`src/rtl/spike_enc_pkg.sv`:
```
// Shared types and width helpers for the delta spike encoder.
package spike_enc_pkg;

    typedef enum logic [1:0] {
        ST_IDLE  = 2'd0,
        ST_PRIME = 2'd1,
        ST_RUN   = 2'd2
    } state_e;

    localparam int DEF_DATA_W = 8;
    localparam int DIFF_W     = DEF_DATA_W + 1;

    // One extra bit so sample - ref never overflows.
    function automatic int diff_w(input int data_w);
        return data_w + (DIFF_W - DEF_DATA_W);
    endfunction

    function automatic int cnt_w(input int refract);
        return $clog2(refract + 1);
    endfunction

endpackage

```
`src/rtl/delta_spike_encoder_if.sv`:
```
// Sample-in / spike-out handshake bundle for delta_spike_encoder.
interface delta_spike_encoder_if #(
    parameter int DATA_W   = 8,
    parameter int CHANNELS = 4
);
    logic                         in_valid;
    logic                         in_ready;
    logic [CHANNELS*DATA_W-1:0]   data;
    logic                         out_valid;
    logic                         out_ready;
    logic [CHANNELS-1:0]          spike_up;
    logic [CHANNELS-1:0]          spike_down;

    modport master (
        output in_valid, data, out_ready,
        input  in_ready, out_valid, spike_up, spike_down
    );

    modport slave (
        input  in_valid, data, out_ready,
        output in_ready, out_valid, spike_up, spike_down
    );
endinterface

```
`src/rtl/spike_enc_channel.sv`:
```
// One delta-modulation channel: reference register, signed compare, step update.
// Optional refractory counter under SPIKE_REFRACTORY_EN.
module spike_enc_channel
    import spike_enc_pkg::*;
#(
    parameter int DATA_W  = 8
`ifdef SPIKE_REFRACTORY_EN
    ,
    parameter int REFRACT = 2
`endif
) (
    input  logic              clk,
    input  logic              rst,
    input  logic              load,
    input  logic              step,
    input  logic [DATA_W-1:0] thr,
    input  logic [DATA_W-1:0] sample,
    output logic              up,
    output logic              dn
);
    localparam int DW = diff_w(DATA_W);

    function automatic logic [DATA_W-1:0] eff_thr(input logic [DATA_W-1:0] t);
        return (t == '0) ? DATA_W'(1) : t;
    endfunction

    logic        [DATA_W-1:0] ref_lvl;
    logic        [DATA_W-1:0] thr_eff;
    logic signed [DW-1:0]     diff;
    logic signed [DW-1:0]     thr_s;
    logic                     raw_up;
    logic                     raw_dn;

    assign thr_eff = eff_thr(thr);
    assign diff    = $signed({1'b0, sample}) - $signed({1'b0, ref_lvl});
    assign thr_s   = $signed({1'b0, thr_eff});
    assign raw_up  = (diff >= thr_s);
    assign raw_dn  = (diff <= -thr_s);

`ifdef SPIKE_REFRACTORY_EN
    localparam int CW = cnt_w(REFRACT);
    logic [CW-1:0] cnt;
    logic          quiet;

    assign quiet = (cnt != '0);
    assign up    = raw_up && !quiet;
    assign dn    = raw_dn && !quiet;

    always_ff @(posedge clk) begin
        if (rst || load) begin
            cnt <= '0;
        end else if (step) begin
            if (quiet)
                cnt <= cnt - CW'(1);
            else if (raw_up || raw_dn)
                cnt <= CW'(REFRACT);
        end
    end
`else
    assign up = raw_up;
    assign dn = raw_dn;
`endif

    // The step never overshoots the sample, so no saturation is needed.
    always_ff @(posedge clk) begin
        if (rst)
            ref_lvl <= '0;
        else if (load)
            ref_lvl <= sample;
        else if (step && up)
            ref_lvl <= ref_lvl + thr_eff;
        else if (step && dn)
            ref_lvl <= ref_lvl - thr_eff;
    end

endmodule

```
`src/rtl/delta_spike_encoder.sv`:
```
// Multi-channel delta spike encoder: FSM, handshakes and spike output register.
// Define SPIKE_REFRACTORY_EN to add per-channel refractory counters.
module delta_spike_encoder
    import spike_enc_pkg::*;
#(
    parameter int DATA_W   = 8,
    parameter int CHANNELS = 4,
    parameter int REFRACT  = 2
) (
    input  logic              CLK100MHZ,
    input  logic              reset,
    input  logic              start,
    input  logic [DATA_W-1:0] threshold,
    delta_spike_encoder_if.slave bus
);
    if (CHANNELS < 1 || REFRACT < 1) begin : g_param_check
        $error("delta_spike_encoder: CHANNELS and REFRACT must be >= 1");
    end

    state_e              state;
    logic                in_ready_c;
    logic                accept;
    logic                load;
    logic                step;
    logic                drain_ok;
    logic [CHANNELS-1:0] up_p0;
    logic [CHANNELS-1:0] dn_p0;
    logic                vld_p1;
    logic [CHANNELS-1:0] up_p1;
    logic [CHANNELS-1:0] dn_p1;

    assign drain_ok = !vld_p1 || bus.out_ready;

    always_comb begin
        in_ready_c = 1'b0;
        if (!reset && start) begin
            case (state)
                ST_PRIME: in_ready_c = 1'b1;
                ST_RUN:   in_ready_c = drain_ok;
                default:  in_ready_c = 1'b0;
            endcase
        end
    end

    assign accept = bus.in_valid && in_ready_c;
    assign load   = accept && (state == ST_PRIME);
    assign step   = accept && (state == ST_RUN);

    always_ff @(posedge CLK100MHZ) begin
        if (reset) begin
            state <= ST_IDLE;
        end else begin
            case (state)
                ST_IDLE:  if (start) state <= ST_PRIME;
                ST_PRIME: begin
                    if (!start)
                        state <= ST_IDLE;
                    else if (load)
                        state <= ST_RUN;
                end
                ST_RUN:   if (!start && drain_ok) state <= ST_IDLE;
                default:  state <= ST_IDLE;
            endcase
        end
    end

    // Stage p0: per-channel compare on the incoming beat
    for (genvar c = 0; c < CHANNELS; c++) begin : g_ch
        spike_enc_channel #(
            .DATA_W  (DATA_W)
`ifdef SPIKE_REFRACTORY_EN
            ,
            .REFRACT (REFRACT)
`endif
        ) u_ch (
            .clk    (CLK100MHZ),
            .rst    (reset),
            .load   (load),
            .step   (step),
            .thr    (threshold),
            .sample (bus.data[c*DATA_W +: DATA_W]),
            .up     (up_p0[c]),
            .dn     (dn_p0[c])
        );
    end

    // Stage p1: registered spike vector, held while backpressured
    always_ff @(posedge CLK100MHZ) begin
        if (reset) begin
            vld_p1 <= 1'b0;
            up_p1  <= '0;
            dn_p1  <= '0;
        end else if (step) begin
            vld_p1 <= 1'b1;
            up_p1  <= up_p0;
            dn_p1  <= dn_p0;
        end else if (bus.out_ready) begin
            vld_p1 <= 1'b0;
        end
    end

    assign bus.in_ready   = in_ready_c;
    assign bus.out_valid  = vld_p1;
    assign bus.spike_up   = up_p1;
    assign bus.spike_down = dn_p1;

endmodule
```
`src/flat_wrapper.sv`:
```
// flat-port wrapper written by rule: the top's interface ports become plain ports
module delta_spike_encoder_flat import spike_enc_pkg::*;
#(
    parameter int DATA_W   = 8,
    parameter int CHANNELS = 4,
    parameter int REFRACT  = 2
)
  (CLK100MHZ, reset, start, threshold, bus_in_valid, bus_data, bus_out_ready, bus_in_ready, bus_out_valid, bus_spike_up, bus_spike_down);
  delta_spike_encoder_if #(.DATA_W(DATA_W), .CHANNELS(CHANNELS)) bus_i ();
  input  logic CLK100MHZ;
  input  logic reset;
  input  logic start;
  input  logic [DATA_W-1:0] threshold;
  input wire logic [$bits(bus_i.in_valid)-1:0] bus_in_valid;
  input wire logic [$bits(bus_i.data)-1:0] bus_data;
  input wire logic [$bits(bus_i.out_ready)-1:0] bus_out_ready;
  output wire logic [$bits(bus_i.in_ready)-1:0] bus_in_ready;
  output wire logic [$bits(bus_i.out_valid)-1:0] bus_out_valid;
  output wire logic [$bits(bus_i.spike_up)-1:0] bus_spike_up;
  output wire logic [$bits(bus_i.spike_down)-1:0] bus_spike_down;
  assign bus_i.in_valid = bus_in_valid;
  assign bus_i.data = bus_data;
  assign bus_i.out_ready = bus_out_ready;
  assign bus_in_ready = bus_i.in_ready;
  assign bus_out_valid = bus_i.out_valid;
  assign bus_spike_up = bus_i.spike_up;
  assign bus_spike_down = bus_i.spike_down;
  delta_spike_encoder #(.DATA_W(DATA_W), .CHANNELS(CHANNELS), .REFRACT(REFRACT)) u_core (.CLK100MHZ(CLK100MHZ), .reset(reset), .start(start), .threshold(threshold), .bus(bus_i));
endmodule
```
`config.mk`:
```
export PLATFORM = sky130hd
export DESIGN_NAME = delta_spike_encoder_flat
export DESIGN_NICKNAME = d
export VERILOG_FILES = /design/src/rtl/spike_enc_pkg.sv /design/src/rtl/delta_spike_encoder_if.sv /design/src/rtl/spike_enc_channel.sv /design/src/rtl/delta_spike_encoder.sv /design/src/flat_wrapper.sv
export SDC_FILE = /design/constraint.sdc
export NUM_CORES = 1
export LEC_CHECK = 0
export BUFFER_PORTS_ARGS = -buffer_cell sky130_fd_sc_hd__buf_4
export CORE_MARGIN = 5
export CORE_UTILIZATION = 56
export CTS_CLUSTER_SIZE = 40
export DETAILED_ROUTE_END_ITERATION = 7
export HOLD_SLACK_MARGIN = 0.06
export MAX_ROUTING_LAYER = met4
export PLACE_DENSITY = 0.84
export SLEW_MARGIN = 20
export SYNTH_ARGS = -nofsm -noshare
export SYNTH_HDL_FRONTEND = slang
export SYNTH_SLANG_ARGS = --single-unit
export TNS_END_PERCENT = 1
```
`constraint.sdc`:
```
create_clock -name CLK100MHZ -period 4.55 [get_ports CLK100MHZ]
set_clock_uncertainty 0.1 [all_clocks]
set_input_delay 0.455 -clock CLK100MHZ [delete_from_list [all_inputs] [get_ports CLK100MHZ]]
set_output_delay 0.455 -clock CLK100MHZ [all_outputs]
set_load 0.05 [all_outputs]
```
==> key figures <==
Outcome
  • Outcome: finished, violations left
  • Failing checks: negative setup slack

GRT
  • Total global routing overflow: 0
  • Largest net degree at the start of global routing: 45
  • First-pass GRT wire length: 28000 microns
  • Vias in the first global route: 6085
  • Total track usage: 27.1%
  • Initial antenna violation count: 0

Placed design
  • Hpwl dp: 13300 microns
  • Placed cells: 1036
  • Gpl congestion: 0.928
  • Pre-CTS setup slack: -446 ps
  • PortBufs: 54
  • Post-placement cell area: 7350 sq um

Floorplanning
  • Core area: 10700 sq um
  • Die H: 114 microns
  • Number of top-level pins: 55
  • Initial Util: 56.7%
  • Die width: 114 microns
  • Die area: 13100 sq um
  • Row cnt: 38

STA
  • Worst slew pin tran: 1090 ps
  • Final hold vios: 0
  • Minimum clock period: 4750 ps
  • Final WS setup: -204 ps
  • Setup violators final: 7
  • Final period util: 104%
  • Relative slew margins: 26.8%
  • RSZ-0062 raised after global routing: true
  • Max Slew Vio Count: 0
  • Maximum clock rate: 210 MHz

Synthesis
  • Ys async rst share: 0%
  • Post-synth EDFFs: 0
  • Dominant cells by area after synthesis: ha_1 27%, dfxtp_1 14%, xnor2_1 6.8%, a21oi_1 4.8%, nor2_1 4.4%
  • Synth Instances: 767
  • Top_reg_cell synth: dfxtp_1
  • Yosys top cell by area: ha_1
  • Post-synthesis sequential area ratio: 14.1%
  • Synth unique cells: 56
  • Syn avg cell area: 7.95 sq um
  • Post-synth net total: 952
  • Seq cells post-synth: 43
  • Ys Warns: 0
  • Area share of the largest cell type after synthesis: 27.1%
  • Synthesized cell area: 6100 sq um

Setup path
  • Critical path required time: 4690 ps
  • Crit-path slowest cell: dfxtp_2
  • CP Capture Type: register
  • Reg2reg setup slack: -200 ps
  • CP arrival: 4890 ps
  • CP Launch Type: register
  • Worst r2r src: u_core.g_ch[1].u_ch.ref_lvl[1]
  • Top cell by count, worst path: a21o_1
  • R2r endpoint: u_core.g_ch[1].u_ch.ref_lvl[7]
  • Reg2reg path depth: 27
  • Worst-path fanout max: 4
  • CP Class: register to register
  • Crit path from: u_core.g_ch[1].u_ch.ref_lvl[1]
  • Max stage delay on crit path: 350 ps

Final layout
  • Non-Filler Instances: 1057
  • Fraction of layout cells with a size suffix above 1: 27.3%
  • Nets: 1101
  • Post-route design area: 7780 sq um
  • Ant diodes: 0
  • Synth-to-layout area growth: 27.6%
  • Fin util: 72.4%

CTS
  • Clock sinks: 43
  • Worst-path clk slew: 100 ps
  • CTS tree: built
  • Skew-Pair Late Insertion Delay: 330 ps
  • H-tree depth: 2
  • CTS root buffer: clkbuf_8
  • TritonCTS buffer count: 5
  • Bufs on Longest Clock Path: 2

Route
  • Routed Antenna Nets: 0
  • Metal2 WL: 8790 microns
  • Vias per Instance: 5.87
  • Top Metal Used: met4
  • DR iter-0 viols: 385
  • Drt wl/cell: 16.9 microns
  • Pre-Repair DR Iteration Count: 7
  • Metal3 WL: 966 microns
  • Met1 wire length: 7640 microns
  • Routed wire length: 17900 microns
  • Total number of vias: 6201
  • DRC viols: 0

Worst hold path
  • Hold Path Class: primary input to register
  • Hold wc startpoint: bus_data[0]
  • Worst Hold Depth: 3
  • WHS Endpoint: u_core.g_ch[0].u_ch.ref_lvl[0]

Pwr
  • PwrDens: 171 nW/um^2
  • P_leak: 0.00352 uW
  • Switching Fraction: 38.7%
  • Clock power share: 20.1%
  • Worst VDD drop: 0.108 mV
  • Sequential power share: 29.1%
  • Sw power: 515 uW
  • Comb power frac: 50.8%
  • Pint: 815 uW

Run
  • Max cap viols: 0
==> synth_stat cells, types with 11 or more instances <==
cell,count
a211oi_1,33
a21o_1,15
a21oi_1,59
clkbuf_1,18
dfxtp_1,43
ha_1,132
inv_1,61
nand2_1,55
nand2b_1,12
nor2_1,72
nor2b_1,23
nor3_1,11
o21ai_0,45
xnor2_1,47
xor2_1,16
==> power by group through the flow <==
| stage | Sequential, uW | Clock, uW | Combinational [uW] |
|---|---|---|---|
| detailed placement | 395 | 0 | 605 |
| global placement | 394 | 0 | 587 |
| floorplan | 394 | 0 | 388 |
| global route | 387 | 287 | 742 |
| CTS | 386 | 274 | 626 |
| finish | 386 | 267 | 676 |
==> critical path, delay by kind of cell, from the launching register on <==
family / cells / cell delay [ps]
AOI/OAI and AO/OA: 14 / 2230
xor gates and xnor gates: 3 / 350
buffers and inverters: 1 / 50
and+or+nand+nor: 6 / 800
adders and majority gates: 3 / 780
DFF: 1 / 350
==> layer usage <==
layer | GRT usage [%] | vias up
met1 | 31.6 | 2902
met4 | 8.55 | 0
li1 | - | 3051
met2 | 47.2 | 201
met3 | 4.86 | 47
met5 | - | -
==> how the worst max path moves through the flow <==
| stage | to | depth (start not counted) |
|---|---|---|
| CTS | u_core.g_ch[0].u_ch.ref_lvl[7] | 23 |
| detailed placement | u_core.g_ch[1].u_ch.ref_lvl[7] | 27 |
| finish | u_core.g_ch[1].u_ch.ref_lvl[7] | 27 |
| global placement | u_core.g_ch[1].u_ch.ref_lvl[7] | 27 |
| floorplan | u_core.g_ch[0].u_ch.ref_lvl[7] | 25 |
| global route | u_core.g_ch[1].u_ch.ref_lvl[7] | 27 |
==> placed cells by master, fill, tap and decap left out, drive strengths merged, types with 6 or more instances in the layout <==
cell | synthesis | routed
a2111oi | 10 | 10
a211oi | 33 | 33
a21o | 15 | 15
a21oi | 61 | 61
buf | 5 | 165
clkbuf | 18 | 6
dfxtp | 43 | 43
fa | 8 | 8
ha | 132 | 132
inv | 62 | 62
nand2 | 56 | 56
nand2b | 12 | 12
nand3 | 6 | 6
nand4 | 9 | 9
nor2 | 72 | 72
nor2b | 23 | 23
nor3 | 14 | 14
o211ai | 8 | 8
o21a | 10 | 10
o21ai | 49 | 49
o41ai | 6 | 6
xnor2 | 47 | 47
xor2 | 16 | 16
==> flip-flops by register name, indices dropped and copies added, names as in the netlist <==
register	cells
u_core.state	2
u_core.bus.spike_down	4
u_core.g_ch.u_ch.ref_lvl	32
u_core.bus.spike_up	4
u_core.bus.out_valid	1
==> layout make-up <==
cell class / instances / area (sq um)
clock inverters: 2 / 12.5
multi-input cells: 637 / 5160
fillers: 801 / 2970
clock buffers: 6 / 72.6
flip-flops and latches: 43 / 866
inverters: 64 / 240
well taps: 140 / 175
repair buffers: 165 / 1250
==> kinds of logic after synthesis <==
| logic type | after synthesis | synth area share (%) |
|---|---|---|
| compound gates | 221 | 24.1 |
| xor+xnor | 63 | 9.05 |
| fa+ha+maj | 140 | 29.7 |
| flops | 43 | 14.1 |
| mux | 5 | 0.903 |
| buf+inv | 87 | 5.71 |
| simple gates | 208 | 16.4 |
==> what timing repair did <==
action	CTS	global route
hold endpoints to repair	0	0
buffers inserted	7	7
endpoints found under the setup margin	8	24
resized for setup	28	40
pin swaps	17	34
hold buffers	0	0
==> per-stage QoR <==
step | hold slack [ps] | power [uW] | setup TNS, ps
2_1_floorplan | 349 | 782 | -222
3_5_place_dp | 350 | 1000 | -3370
5_1_grt | 341 | 1420 | -3480
6_report | 334 | 1330 | -459
3_3_place_gp | 344 | 982 | -1720
4_1_cts | 303 | 1290 | -17.9
Power figures use the tool's default switching activity.
